$ cat config.mk
export PLATFORM = sky130hd
export DESIGN_NAME = voice_env_osc_flat
export DESIGN_NICKNAME = d
export VERILOG_FILES = /design/src/rtl/voice_env_osc_if.sv /design/src/rtl/voice_env_osc.sv /design/src/flat_wrapper.sv
export SDC_FILE = /design/constraint.sdc
export NUM_CORES = 1
export LEC_CHECK = 0
export BUFFER_PORTS_ARGS = -buffer_cell sky130_fd_sc_hd__buf_2
export CAP_MARGIN = 20
export CORE_UTILIZATION = 60
export CTS_BUF_LIST = sky130_fd_sc_hd__clkbuf_8
export DETAILED_ROUTE_END_ITERATION = 6
export PLACE_DENSITY = 0.79
export SYNTH_ARGS = -nofsm -noshare
export SYNTH_HDL_FRONTEND = slang
export SYNTH_SLANG_ARGS = --single-unit
$ cat constraint.sdc
create_clock -name clk -period 5 [get_ports clk]
set_clock_uncertainty 0.15 [all_clocks]
set_input_delay 0.25 -clock clk [delete_from_list [all_inputs] [get_ports clk]]
set_output_delay 0.25 -clock clk [all_outputs]
set_load 0.005 [all_outputs]
$ cat src/rtl/voice_env_osc_if.sv
// Control and sample bus for one synthesizer voice: pitch divider, note strobes,
// and the voice's sample and envelope observation outputs.
interface voice_env_osc_if;
    logic [11:0] divider;
    logic        note_on;
    logic        note_off;
    logic [7:0]  sample;
    logic [7:0]  env_level;
    logic [2:0]  env_state;

    modport master (
        output divider, note_on, note_off,
        input  sample, env_level, env_state
    );

    modport slave (
        input  divider, note_on, note_off,
        output sample, env_level, env_state
    );
endinterface

$ cat src/rtl/voice_env_osc.sv
// One synthesizer voice: 32-step triangle oscillator scaled by an ADSR-style
// envelope (attack, decay to sustain, sustain, release), offset-binary output.
//
// state   | meaning
// IDLE    | silent, level 0, waiting for note_on
// ATTACK  | level rises by ATTACK_STEP per tick until 255
// DECAY   | level falls by 1 per tick down to SUSTAIN_LEVEL
// SUSTAIN | level held until note_off
// RELEASE | level falls by 1 per tick down to 0, then IDLE
module voice_env_osc #(
    parameter int ENV_TICK      = 1024,
    parameter int ATTACK_STEP   = 8,
    parameter int SUSTAIN_LEVEL = 160
) (
    input logic           clk,
    input logic           rst,
    voice_env_osc_if.slave bus
);
    typedef enum logic [2:0] {
        IDLE    = 3'd0,
        ATTACK  = 3'd1,
        DECAY   = 3'd2,
        SUSTAIN = 3'd3,
        RELEASE = 3'd4
    } env_state_t;

    localparam logic [15:0] TICK_LAST = 16'(ENV_TICK - 1);
    localparam logic [8:0]  STEP      = 9'(ATTACK_STEP);
    localparam logic [7:0]  SUS_LVL   = 8'(SUSTAIN_LEVEL);

    logic [15:0]        presc_q;
    logic               tick;
    logic [11:0]        cnt_q;
    logic [4:0]         phase_q;
    env_state_t         state_q, state_nx;
    logic [7:0]         level_q, level_nx;
    logic [8:0]         attack_sum;
    logic [7:0]         level_dec;
    logic [3:0]         tri_idx;
    logic [7:0]         raw;
    logic signed [7:0]  wave;
    logic signed [15:0] prod;
    logic signed [15:0] scaled;
    logic [7:0]         sample_q;

    assign tick = (presc_q == TICK_LAST);

    always_ff @(posedge clk or posedge rst) begin
        if (rst)       presc_q <= '0;
        else if (tick) presc_q <= '0;
        else           presc_q <= presc_q + 16'd1;
    end

    // A retrigger restarts the waveform at phase 0 so every note starts alike.
    always_ff @(posedge clk or posedge rst) begin
        if (rst) begin
            cnt_q   <= '0;
            phase_q <= '0;
        end else if (bus.note_on || bus.divider == 12'd0) begin
            cnt_q   <= '0;
            phase_q <= '0;
        end else if (cnt_q >= bus.divider - 12'd1) begin
            cnt_q   <= '0;
            phase_q <= phase_q + 5'd1;
        end else begin
            cnt_q   <= cnt_q + 12'd1;
        end
    end

    always_ff @(posedge clk or posedge rst) begin
        if (rst) begin
            state_q <= IDLE;
            level_q <= '0;
        end else begin
            state_q <= state_nx;
            level_q <= level_nx;
        end
    end

    assign attack_sum = {1'b0, level_q} + STEP;
    assign level_dec  = level_q - 8'd1;

    // Strobes take priority over the tick; the level is left untouched on a strobe cycle.
    always_comb begin
        state_nx = state_q;
        level_nx = level_q;
        if (bus.note_on) begin
            state_nx = ATTACK;
        end else if (bus.note_off &&
                     (state_q == ATTACK || state_q == DECAY || state_q == SUSTAIN)) begin
            state_nx = RELEASE;
        end else if (tick) begin
            case (state_q)
                IDLE:    level_nx = 8'd0;
                ATTACK: begin
                    if (attack_sum >= 9'd255) begin
                        level_nx = 8'd255;
                        state_nx = DECAY;
                    end else begin
                        level_nx = attack_sum[7:0];
                    end
                end
                DECAY: begin
                    level_nx = level_dec;
                    if (level_dec <= SUS_LVL) state_nx = SUSTAIN;
                end
                SUSTAIN: level_nx = level_q;
                RELEASE: begin
                    if (level_q != 8'd0) level_nx = level_dec;
                    if (level_q <= 8'd1) state_nx = IDLE;
                end
                default: begin
                    state_nx = IDLE;
                    level_nx = 8'd0;
                end
            endcase
        end
    end

    assign tri_idx = phase_q[4] ? ~phase_q[3:0] : phase_q[3:0];
    assign raw     = {tri_idx, 4'b0000};
    assign wave    = $signed(raw - 8'd120);
    assign prod    = $signed({{8{wave[7]}}, wave}) * $signed({8'd0, level_q});
    assign scaled  = (prod >>> 8) + 16'sd128;

    always_ff @(posedge clk or posedge rst) begin
        if (rst)                        sample_q <= 8'h80;
        else if (bus.divider == 12'd0)  sample_q <= 8'h80;
        else                            sample_q <= 8'(scaled);
    end

    assign bus.sample    = sample_q;
    assign bus.env_level = level_q;
    assign bus.env_state = state_q;
endmodule
$ cat src/flat_wrapper.sv
// flat-port wrapper written by rule: the top's interface ports become plain ports
module voice_env_osc_flat 
#(
    parameter int ENV_TICK      = 1024,
    parameter int ATTACK_STEP   = 8,
    parameter int SUSTAIN_LEVEL = 160
)
  (clk, rst, bus_divider, bus_note_on, bus_note_off, bus_sample, bus_env_level, bus_env_state);
  voice_env_osc_if bus_i ();
  input logic clk;
  input logic rst;
  input wire logic [$bits(bus_i.divider)-1:0] bus_divider;
  input wire logic [$bits(bus_i.note_on)-1:0] bus_note_on;
  input wire logic [$bits(bus_i.note_off)-1:0] bus_note_off;
  output wire logic [$bits(bus_i.sample)-1:0] bus_sample;
  output wire logic [$bits(bus_i.env_level)-1:0] bus_env_level;
  output wire logic [$bits(bus_i.env_state)-1:0] bus_env_state;
  assign bus_i.divider = bus_divider;
  assign bus_i.note_on = bus_note_on;
  assign bus_i.note_off = bus_note_off;
  assign bus_sample = bus_i.sample;
  assign bus_env_level = bus_i.env_level;
  assign bus_env_state = bus_i.env_state;
  voice_env_osc #(.ENV_TICK(ENV_TICK), .ATTACK_STEP(ATTACK_STEP), .SUSTAIN_LEVEL(SUSTAIN_LEVEL)) u_core (.clk(clk), .rst(rst), .bus(bus_i));
endmodule
# Word-level counts from Yosys, hierarchy flattened
# Index checks and enable logic that the tools add are counted.
dict set report totals {
  regBits 52
  inputBits 16
  out_inout_bits 19
  wordCells 62
}
dict set report classes {
  n_addsub 8
  n_mul 1
  n_lt_le_gt_ge 4
  n_eq_ne 10
  mux 17
  bitwise 4
  reduce_logical 12
}
# operator n
set ops {}
lappend ops {{$pmux W8 S4} 1}
lappend ops {{$mux W12} 2}
lappend ops {{$mux W8} 3}
lappend ops {{$mux W3} 6}
lappend ops {{$add A16 B1 Y16 const B} 1}
lappend ops {{$eq A16 B10 Y1 const B} 1}
lappend ops {{$mul A8 B9 Y16} 1}
lappend ops {{$mux W16} 1}
lappend ops {{$add A12 B1 Y12 const B} 1}
lappend ops {{$ge A12 B12 Y1} 1}
lappend ops {{$logic_not A12 Y1} 1}
lappend ops {{$pmux W3 S4} 1}
lappend ops {{$sub A12 B1 Y12 const B} 1}
lappend ops {{$mux W5} 2}
lappend ops {{$reduce_and A5 Y1} 2}
lappend ops {{$add A8 B4 Y9 const B} 1}
lappend ops {{$ge A9 B8 Y1 const B} 1}
lappend ops {{$add A8 B8 Y8 const B} 1}
lappend ops {{$le A8 B1 Y1 const B} 1}
lappend ops {{$le A8 B8 Y1 const B} 1}
lappend ops {{$ne A4 B4 Y1 const B} 2}
lappend ops {{$reduce_bool A8 Y1} 1}
lappend ops {{$sub A8 B1 Y8 const B} 1}
lappend ops {{$sub A8 B7 Y8 const B} 1}
lappend ops {{16 further kinds} 21}

# Longest topological paths before layout
# Gate-level depths: netlist of run 1.
dict set report depth {
  ltp_word 7
  depth_mapped 19
  ltp_nobuf 18
}

# Least setup slack after synthesis of run 1
# Ideal clock, no wire load.
dict set report synth_path {
  path_type {register to register}
  startpoint {register u_core.phase_q[4]}
  endpoint {register u_core.sample_q[7], in the netlist u_core.bus.sample[7]}
  setup_ns 0.075
  t_arrival_ns 4.413
  required_time_ns 4.775
  path_slack_ns 0.362
  path_stages_with_launch 15
  n_path_buf 1
  synth_period_minus_slack_ns 4.638
  path_cell_list {dfrtp_1 > buf_2 > xor2_1 > nor2_1 > fa_1 > fa_1 > fa_1 > fa_1 > ha_1 > nor2b_1 > o21ai_0 > a21boi_0 > o21a_1 > o41ai_1 > mux2i_1}
}
dict set report synth_between {
  elab_chain_cells 5
}
# element line
set synth_lines {}
lappend synth_lines {{start, declared} voice_env_osc.sv:34} ;# logic [4:0] phase_q;
lappend synth_lines {{start signal, assigned} voice_env_osc.sv:64} ;# phase_q <= phase_q + 5'd1;
lappend synth_lines {{$mux W4} voice_env_osc.sv:120} ;# assign tri_idx = phase_q[4] ? ~phase_q[3:0] : phase_q[3:0];
lappend synth_lines {{$sub A8 B7 Y8} voice_env_osc.sv:122} ;# assign wave = $signed(raw - 8'd120);
lappend synth_lines {{$mul A8 B9 Y16} voice_env_osc.sv:123} ;# assign prod = $signed({{8{wave[7]}}, wave}) * $signed({8'd0, level_q});
lappend synth_lines {{$add A8 B8 Y8} voice_env_osc.sv:124} ;# assign scaled = (prod >>> 8) + 16'sd128;
lappend synth_lines {{$mux W8} voice_env_osc.sv:128} ;# else if (bus.divider == 12'd0) sample_q <= 8'h80;
lappend synth_lines {{end signal, assigned} voice_env_osc.sv:129} ;# else sample_q <= 8'(scaled);
lappend synth_lines {{end, declared} voice_env_osc.sv:44} ;# logic [7:0] sample_q;
# Every way passes these cells.
# A chain may end at the register's enable or synchronous reset.

# Worst setup path after layout of run 1
# Ends and elaborated chain as after synthesis.

==> results.json, run 1 <==
{
  "area_growth_pct": 9.54,
  "cts_buffer_depth": 2,
  "relSlewSlack_pct": 42.8,
  "fin_ws_ps": 284,
  "netlist_area_um2": 4540,
  "grt_max_degree": 53,
  "power_frac_seq_pct": 51.3,
  "switching_power_uw": 269,
  "drt_iter0_markers": 99,
  "insertion_delay_ps": 310,
  "ir_drop_mv": 0.134,
  "antenna_left": 0,
  "worstSetupEndpointType": "flop",
  "clk_pin_slew_worst_paths_ps": 110,
  "r2r_cells": 14,
  "path_common_cell": "fa_1",
  "required_ps": 5100,
  "seqCellArea_um2": 1300,
  "initial_core_util_pct": 62.2,
  "netlist_instances": 488,
  "viasPerCell": 5.70,
  "synth_edf_count": 0,
  "maxCapViolations": 0,
  "drive_gt1_share_pct": 12.5,
  "drv_slew": 0,
  "synth_nets": 577,
  "crit_path_max_incr_delay_ps": 520,
  "grt_pass1_vias": 3398,
  "place_congestion": 0.859,
  "crit_cells": 14,
  "yosys.area.top_type_share_pct": 28.1,
  "fill_cells": 625,
  "p_per_area_nw_per_um2": 177,
  "critPathLaunchType": "flop",
  "synthTopCellsByArea": "dfrtp_1, ha_1, fa_1",
  "avgSynthCellArea_um2": 9.30,
  "worstSetupPathType": "reg -> reg",
  "wl_per_cell_um": 15.0,
  "first_pass_iters": 4,
  "critPathTopFamily": "adder cells",
  "tns_ps": 0,
  "hold_path.startpoint": "bus_note_on",
  "grt-ovfl-total": 0,
  "fin_crit_sh_pct": 94.3,
  "r2r_slack_ps": 280,
  "cp_cell_sequence": "xor2_1 > buf_4 > and2_1 > fa_1 > fa_1 > fa_1 > ha_1 > ha_1 > nor2b_1 > o21ai_0 > a21boi_1 > o21a_1 > o41ai_1 > mux2i_1",
  "fin_hold_ws_ps": 146,
  "htreeDepth": 2,
  "r2r-start": "u_core.phase_q[4]$_DFFE_PP0P_",
  "synthFlopType": "dfrtp_1",
  "p_sw_share_pct": 30.6,
  "final_core_utilization_pct": 68.2,
  "clkPwrFrac_pct": 29.8,
  "arrival_ps": 4810,
  "root_buffer": "clkbuf_8",
  "whs_path_depth": 3,
  "clkSinkCount": 52,
  "crit_buf_inv": 1,
  "slowest_stage": "fa_1",
  "crit_end": "u_core.bus.sample[7]$_DFF_PP1_",
  "yosysMostFrequentCell": "ha_1",
  "multiInputGateArea_um2": 3060,
  "grt_antenna_before_repair": 0,
  "crit_fanout": 6,
  "die_h_um": 89.0,
  "io_buffers": 34,
  "pwr-share-comb_pct": 18.9,
  "ys_seq_area_share_pct": 28.7,
  "synth_commonest_cells": "ha_1, dfrtp_1, nor2_1, nand2_1, inv_1",
  "hold_viol": 0,
  "nNetsFinal": 617,
  "synth-async-reset-ratio_pct": 100,
  "n_antenna_cell": 0,
  "place_hpwl_um": 7040,
  "grt_pass1_wl_um": 15600,
  "row_count": 31,
  "tightest_slew_ps": 854,
  "ys_types": 57,
  "drc": 0,
  "grt.total_usage_pct": 25.6,
  "r2r_end": "u_core.bus.sample[7]$_DFF_PP1_",
  "p_int_uw": 610,
  "cts_buffers": 5,
  "cts_tree": "done",
  "yosysTopAreaCell": "dfrtp_1",
  "fin_crit_ps": 4720,
  "ios": 35,
  "die-area_um2": 7920,
  "p_leak_nw": 2.48,
  "synth_seq_cells": 52,
  "yosysWarnings": 0,
  "die_w_um": 89.0,
  "status": "completed",
  "dpl_cell_area_um2": 4830,
  "setup_violations": 0,
  "final_area_um2": 4970,
  "worstSetupStartpoint": "u_core.phase_q[4]$_DFFE_PP0P_",
  "hold_path_class": "in -> reg",
  "core_um2": 7290,
  "routed_wl_um": 9390,
  "vias": 3579,
  "place_ws_ps": 133,
  "max_freq_mhz": 212
}
placed cells by master (no fill, tap or decap), types with 17 or more instances in the layout:
master	instances
and2_1	19
fa_1	19
nor3_1	17
nor2_1	47
ha_1	54
dfrtp_1	50
inv_1	30
xnor2_1	24
nand2_1	40
xor2_1	24
buf_2	34
worst min-delay path, cell delays in order:
cell     delay [ps]
buf_2           150
or3_1           120
mux2i_1          60
final cells by class:
cell class                      instances  area share (%)
Inverter                               31            2.34
Clock inverter                          3           0.503
Tap cell                               99            2.49
Multi-Input combinational cell        393            61.6
Timing Repair Buffer                   45            5.46
Clock buffer                            5            1.38
Sequential cell                        52            26.2
flip-flops by register name, indices dropped and copies added (netlist names):
name / count
u_core.bus.sample: 8
u_core.bus.env_state: 3
u_core.phase_q: 5
u_core.cnt_q: 12
u_core.presc_q: 16
u_core.bus.env_level: 8
per-layer routing:
metal  global-route usage, %  wire length [um]  up-vias
li1                        -                 -     1765
met1                    35.8              4380     1739
met2                    41.3              4600       63
met3                    3.97               273       12
met4                    7.79               137        0
met5                       0                 0        -
worst min-delay path by stage:
stage | slack, ps | endpoint
after detailed placement | 320 | u_core.presc_q[4]$_DFF_PP0_
after CTS | 80 | u_core.bus.env_state[0]$_DFFE_PP0P_
after global routing | 160 | u_core.phase_q[4]$_DFFE_PP0P_
final | 150 | u_core.phase_q[4]$_DFFE_PP0P_
after floorplan | 240 | u_core.bus.env_state[0]$_DFFE_PP0P_
after global placement | 310 | u_core.presc_q[4]$_DFF_PP0_
power by group through the flow:
stage,clock (mW),combinational (mW),sequential [mW]
floorplan,0,0.112,0.456
global placement,0,0.158,0.458
detailed placement,0,0.164,0.458
CTS,0.268,0.165,0.451
global route,0.281,0.189,0.453
finish,0.262,0.167,0.451
logic make-up after synthesis:
kind of cell / synth area share [%]
xor+xnor: 9.46
flops: 28.7
fa+ha+maj: 23.3
buf+inv: 4.00
simple gates: 22.4
mux: 1.79
compound gates: 10.4
timing repair:
action / CTS / global route
hold buffers: 0 / 1
setup endpoints to repair: 0 / 3
hold endpoints to repair: 0 / 12
resized for setup: 0 / 3
buffers inserted: 0 / 0
per-stage QoR:
step / instances / total power, mW
after floorplan: 488 / 0.568
final: 628 / 0.880
after global placement: 617 / 0.616
after global routing: 628 / 0.923
after detailed placement: 617 / 0.622
after CTS: 625 / 0.883
No activity file was read; power rests on OpenSTA's default activity.
==> run 2, diff against run 1 <==
--- a/config.mk
+++ b/config.mk
@@ -7,10 +7,10 @@
 export LEC_CHECK = 0
 export BUFFER_PORTS_ARGS = -buffer_cell sky130_fd_sc_hd__buf_2
 export CAP_MARGIN = 20
-export CORE_UTILIZATION = 60
+export CORE_UTILIZATION = 30
 export CTS_BUF_LIST = sky130_fd_sc_hd__clkbuf_8
 export DETAILED_ROUTE_END_ITERATION = 6
-export PLACE_DENSITY = 0.79
+export PLACE_DENSITY = 0.45
 export SYNTH_ARGS = -nofsm -noshare
 export SYNTH_HDL_FRONTEND = slang
 export SYNTH_SLANG_ARGS = --single-unit
==> run 2 against run 1 <==
  * The flow now finishes with violations (DRC)
  * Die area is 97% higher
  * Worst hold slack worse by 8.3 ps
  * Clock power rose by 2%
  * Register-to-register slack about the same
  * Fmax down 0.25%
  * Design area rose by 2.3%
  * Non-clock buffer count increased by 2
  * Flip-flop and latch count unchanged
  * First-iteration DRC count rose by 100%
  * Sequential share of layout area is 0.59 points lower
  * Power grew 0.34%
  * Sequential power about the same
==> results.json, run 2 (synthesis gave the netlist of run 1 again) <==
{
  "status": "finished with violations",
  "violations": "DRC",
  "die_w_um": 125,
  "arrival_ps": 4830,
  "fin_crit_ps": 4730,
  "grt_max_degree": 53,
  "place_congestion": 0.781,
  "htreeDepth": 2,
  "final_common_cell": "ha_1",
  "cts_tree": "done",
  "setup_violations": 0,
  "drt_iter0_markers": 201,
  "final_cell_mix": "ha_1, dfrtp_1, nor2_1",
  "viasPerCell": 4.88,
  "place_hpwl_um": 7430,
  "p_per_area_nw_per_um2": 174,
  "drc": 2,
  "row_count": 44,
  "clk_pin_slew_worst_paths_ps": 110,
  "fin_hold_ws_ps": 138,
  "vias": 3486,
  "cts_buffers": 5,
  "regMostFlops": "u_core.presc_q",
  "drv_slew": 0,
  "hold_viol": 0,
  "tightest_slew_ps": 872,
  "cts_buffer_depth": 2,
  "switching_power_uw": 273,
  "wl_met3_um": 261,
  "clkSinkCount": 52,
  "grt.total_usage_pct": 13.4,
  "n_antenna_cell": 0,
  "post-place-cells": 706,
  "area_growth_pct": 12.1,
  "drive_gt1_share_pct": 13.0,
  "worstSetupPathType": "reg -> reg",
  "p_sw_share_pct": 31.0,
  "die_h_um": 125,
  "initial_core_util_pct": 31.0,
  "wl_per_cell_um": 13.7,
  "power_frac_seq_pct": 51.1,
  "p_leak_nw": 2.48,
  "post_layout_nonfiller_instances": 715,
  "relSlewSlack_pct": 41.6,
  "slowest_stage": "fa_1",
  "largest_reg_flops": 16,
  "core_um2": 14600,
  "root_buffer": "clkbuf_8",
  "io_buffers": 34,
  "clkPwrFrac_pct": 30.2,
  "rsz0062_at_grt": "false",
  "ios": 35,
  "met2_length_um": 4400,
  "crit_path_max_incr_delay_ps": 520,
  "insertion_delay_ps": 330,
  "path_common_cell": "fa_1",
  "reg_top3": "u_core.presc_q x16, u_core.cnt_q x12",
  "final_core_utilization_pct": 34.7,
  "grt_antenna_before_repair": 0,
  "fin_crit_sh_pct": 94.6,
  "tns_ps": 0,
  "first_pass_iters": 6,
  "routed_wl_um": 9760,
  "grt_pass1_wl_um": 17100,
  "ir_drop_mv": 0.0831,
  "die-area_um2": 15600,
  "cts_setup_buffers": 0,
  "top_layer": "met4",
  "grt_pass1_vias": 3517,
  "cp_cell_sequence": "xor2_1 > buf_4 > nor2_1 > fa_1 > fa_1 > fa_1 > ha_1 > ha_1 > nor2b_1 > o21ai_0 > a21boi_0 > o21a_1 > o41ai_1 > mux2i_1",
  "crit_fanout": 6,
  "worstSetupEndpointType": "flop",
  "critPathLaunchType": "flop",
  "p_int_uw": 609,
  "maxCapViolations": 0,
  "pwr-share-comb_pct": 18.7,
  "wl_met1_um": 4990,
  "max_freq_mhz": 212,
  "nNetsFinal": 619,
  "antenna_left": 0,
  "grt-ovfl-total": 0,
  "required_ps": 5100,
  "hold_path_class": "in -> reg"
}
[run 2: changes by cell type in the layout (fill, tap and decap cells not counted)]
| cell | delta |
|---|---|
| a21boi_0 | +1 |
| a21boi_1 | -1 |
| buf_4 | +4 |
| xor2_2 | +1 |
| clkinv_4 | +1 |
| buf_12 | -1 |
| xor2_1 | -1 |
| inv_8 | +1 |
| inv_6 | -2 |
| buf_6 | -1 |
[run 2: layout make-up]
cell class	instances	area, um^2
Fill cell	1503	9560
Tap cell	184	230
Clock inverter	3	27.5
Clock buffer	5	68.8
Sequential cell	52	1300
Inverter	31	116
Multi-Input combinational cell	393	3070
Timing Repair Buffer	47	270
[run 2: repair_timing]
item	4_1_cts	5_1_grt
setup endpoints to repair	0	3
resized for setup	0	3
hold buffers	1	0
endpoints found under the hold margin	36	0
[run 2: stage by stage]
| stage | power, mW | setup slack [ps] | area [um^2] |
|---|---|---|---|
| 2_1_floorplan | 0.568 | 362 | 4540 |
| 4_1_cts | 0.902 | 191 | 5070 |
| 5_1_grt | 0.940 | 14.8 | 5090 |
| 3_3_place_gp | 0.625 | 335 | 4960 |
| 3_5_place_dp | 0.624 | 247 | 4960 |
| 6_report | 0.883 | 272 | 5090 |
[run 2: worst paths after layout]
check	startpoint	endpoint	slack [ps]	cells after the start
worst max register to register	u_core.phase_q[4]$_DFFE_PP0P_	u_core.bus.sample[7]$_DFF_PP1_	270	14
max in group asynchronous	rst	u_core.phase_q[4]$_DFFE_PP0P_	3720	4
worst min-delay path	bus_note_on	u_core.bus.env_state[0]$_DFFE_PP0P_	140	3
worst max-delay path	u_core.phase_q[4]$_DFFE_PP0P_	u_core.bus.sample[7]$_DFF_PP1_	270	14
worst min register to register	u_core.presc_q[15]$_DFF_PP0_	u_core.presc_q[15]$_DFF_PP0_	330	1
min in group asynchronous	rst	u_core.bus.env_level[7]$_DFFE_PP0P_	490	4
[run 2: power by group through the flow]
stage                     Combinational [mW]  Sequential [mW]  Clock (mW)
after floorplan                        0.112            0.456           0
after global placement                 0.166            0.459           0
after detailed placement               0.165            0.459           0
after CTS                              0.167            0.451       0.284
after global routing                   0.190            0.454       0.297
final                                  0.165            0.451       0.267
[run 2: worst max-delay path: cells and delay by family, from the launching register on]
kind	cells	cell delay, ps
AO/OA/AOI/OAI	4	890
XOR/XNOR	1	300
adder cells (fa/ha/maj)	5	2170
buffers and inverters	1	210
flip-flops	1	490
multiplexers	1	230
AND/OR/NAND/NOR	2	220
[run 2: layer usage]
layer	vias up	global-route usage, %
met5	-	0
met4	0	3.66
li1	1768	-
met3	8	1.93
met2	52	21.3
met1	1658	18.9
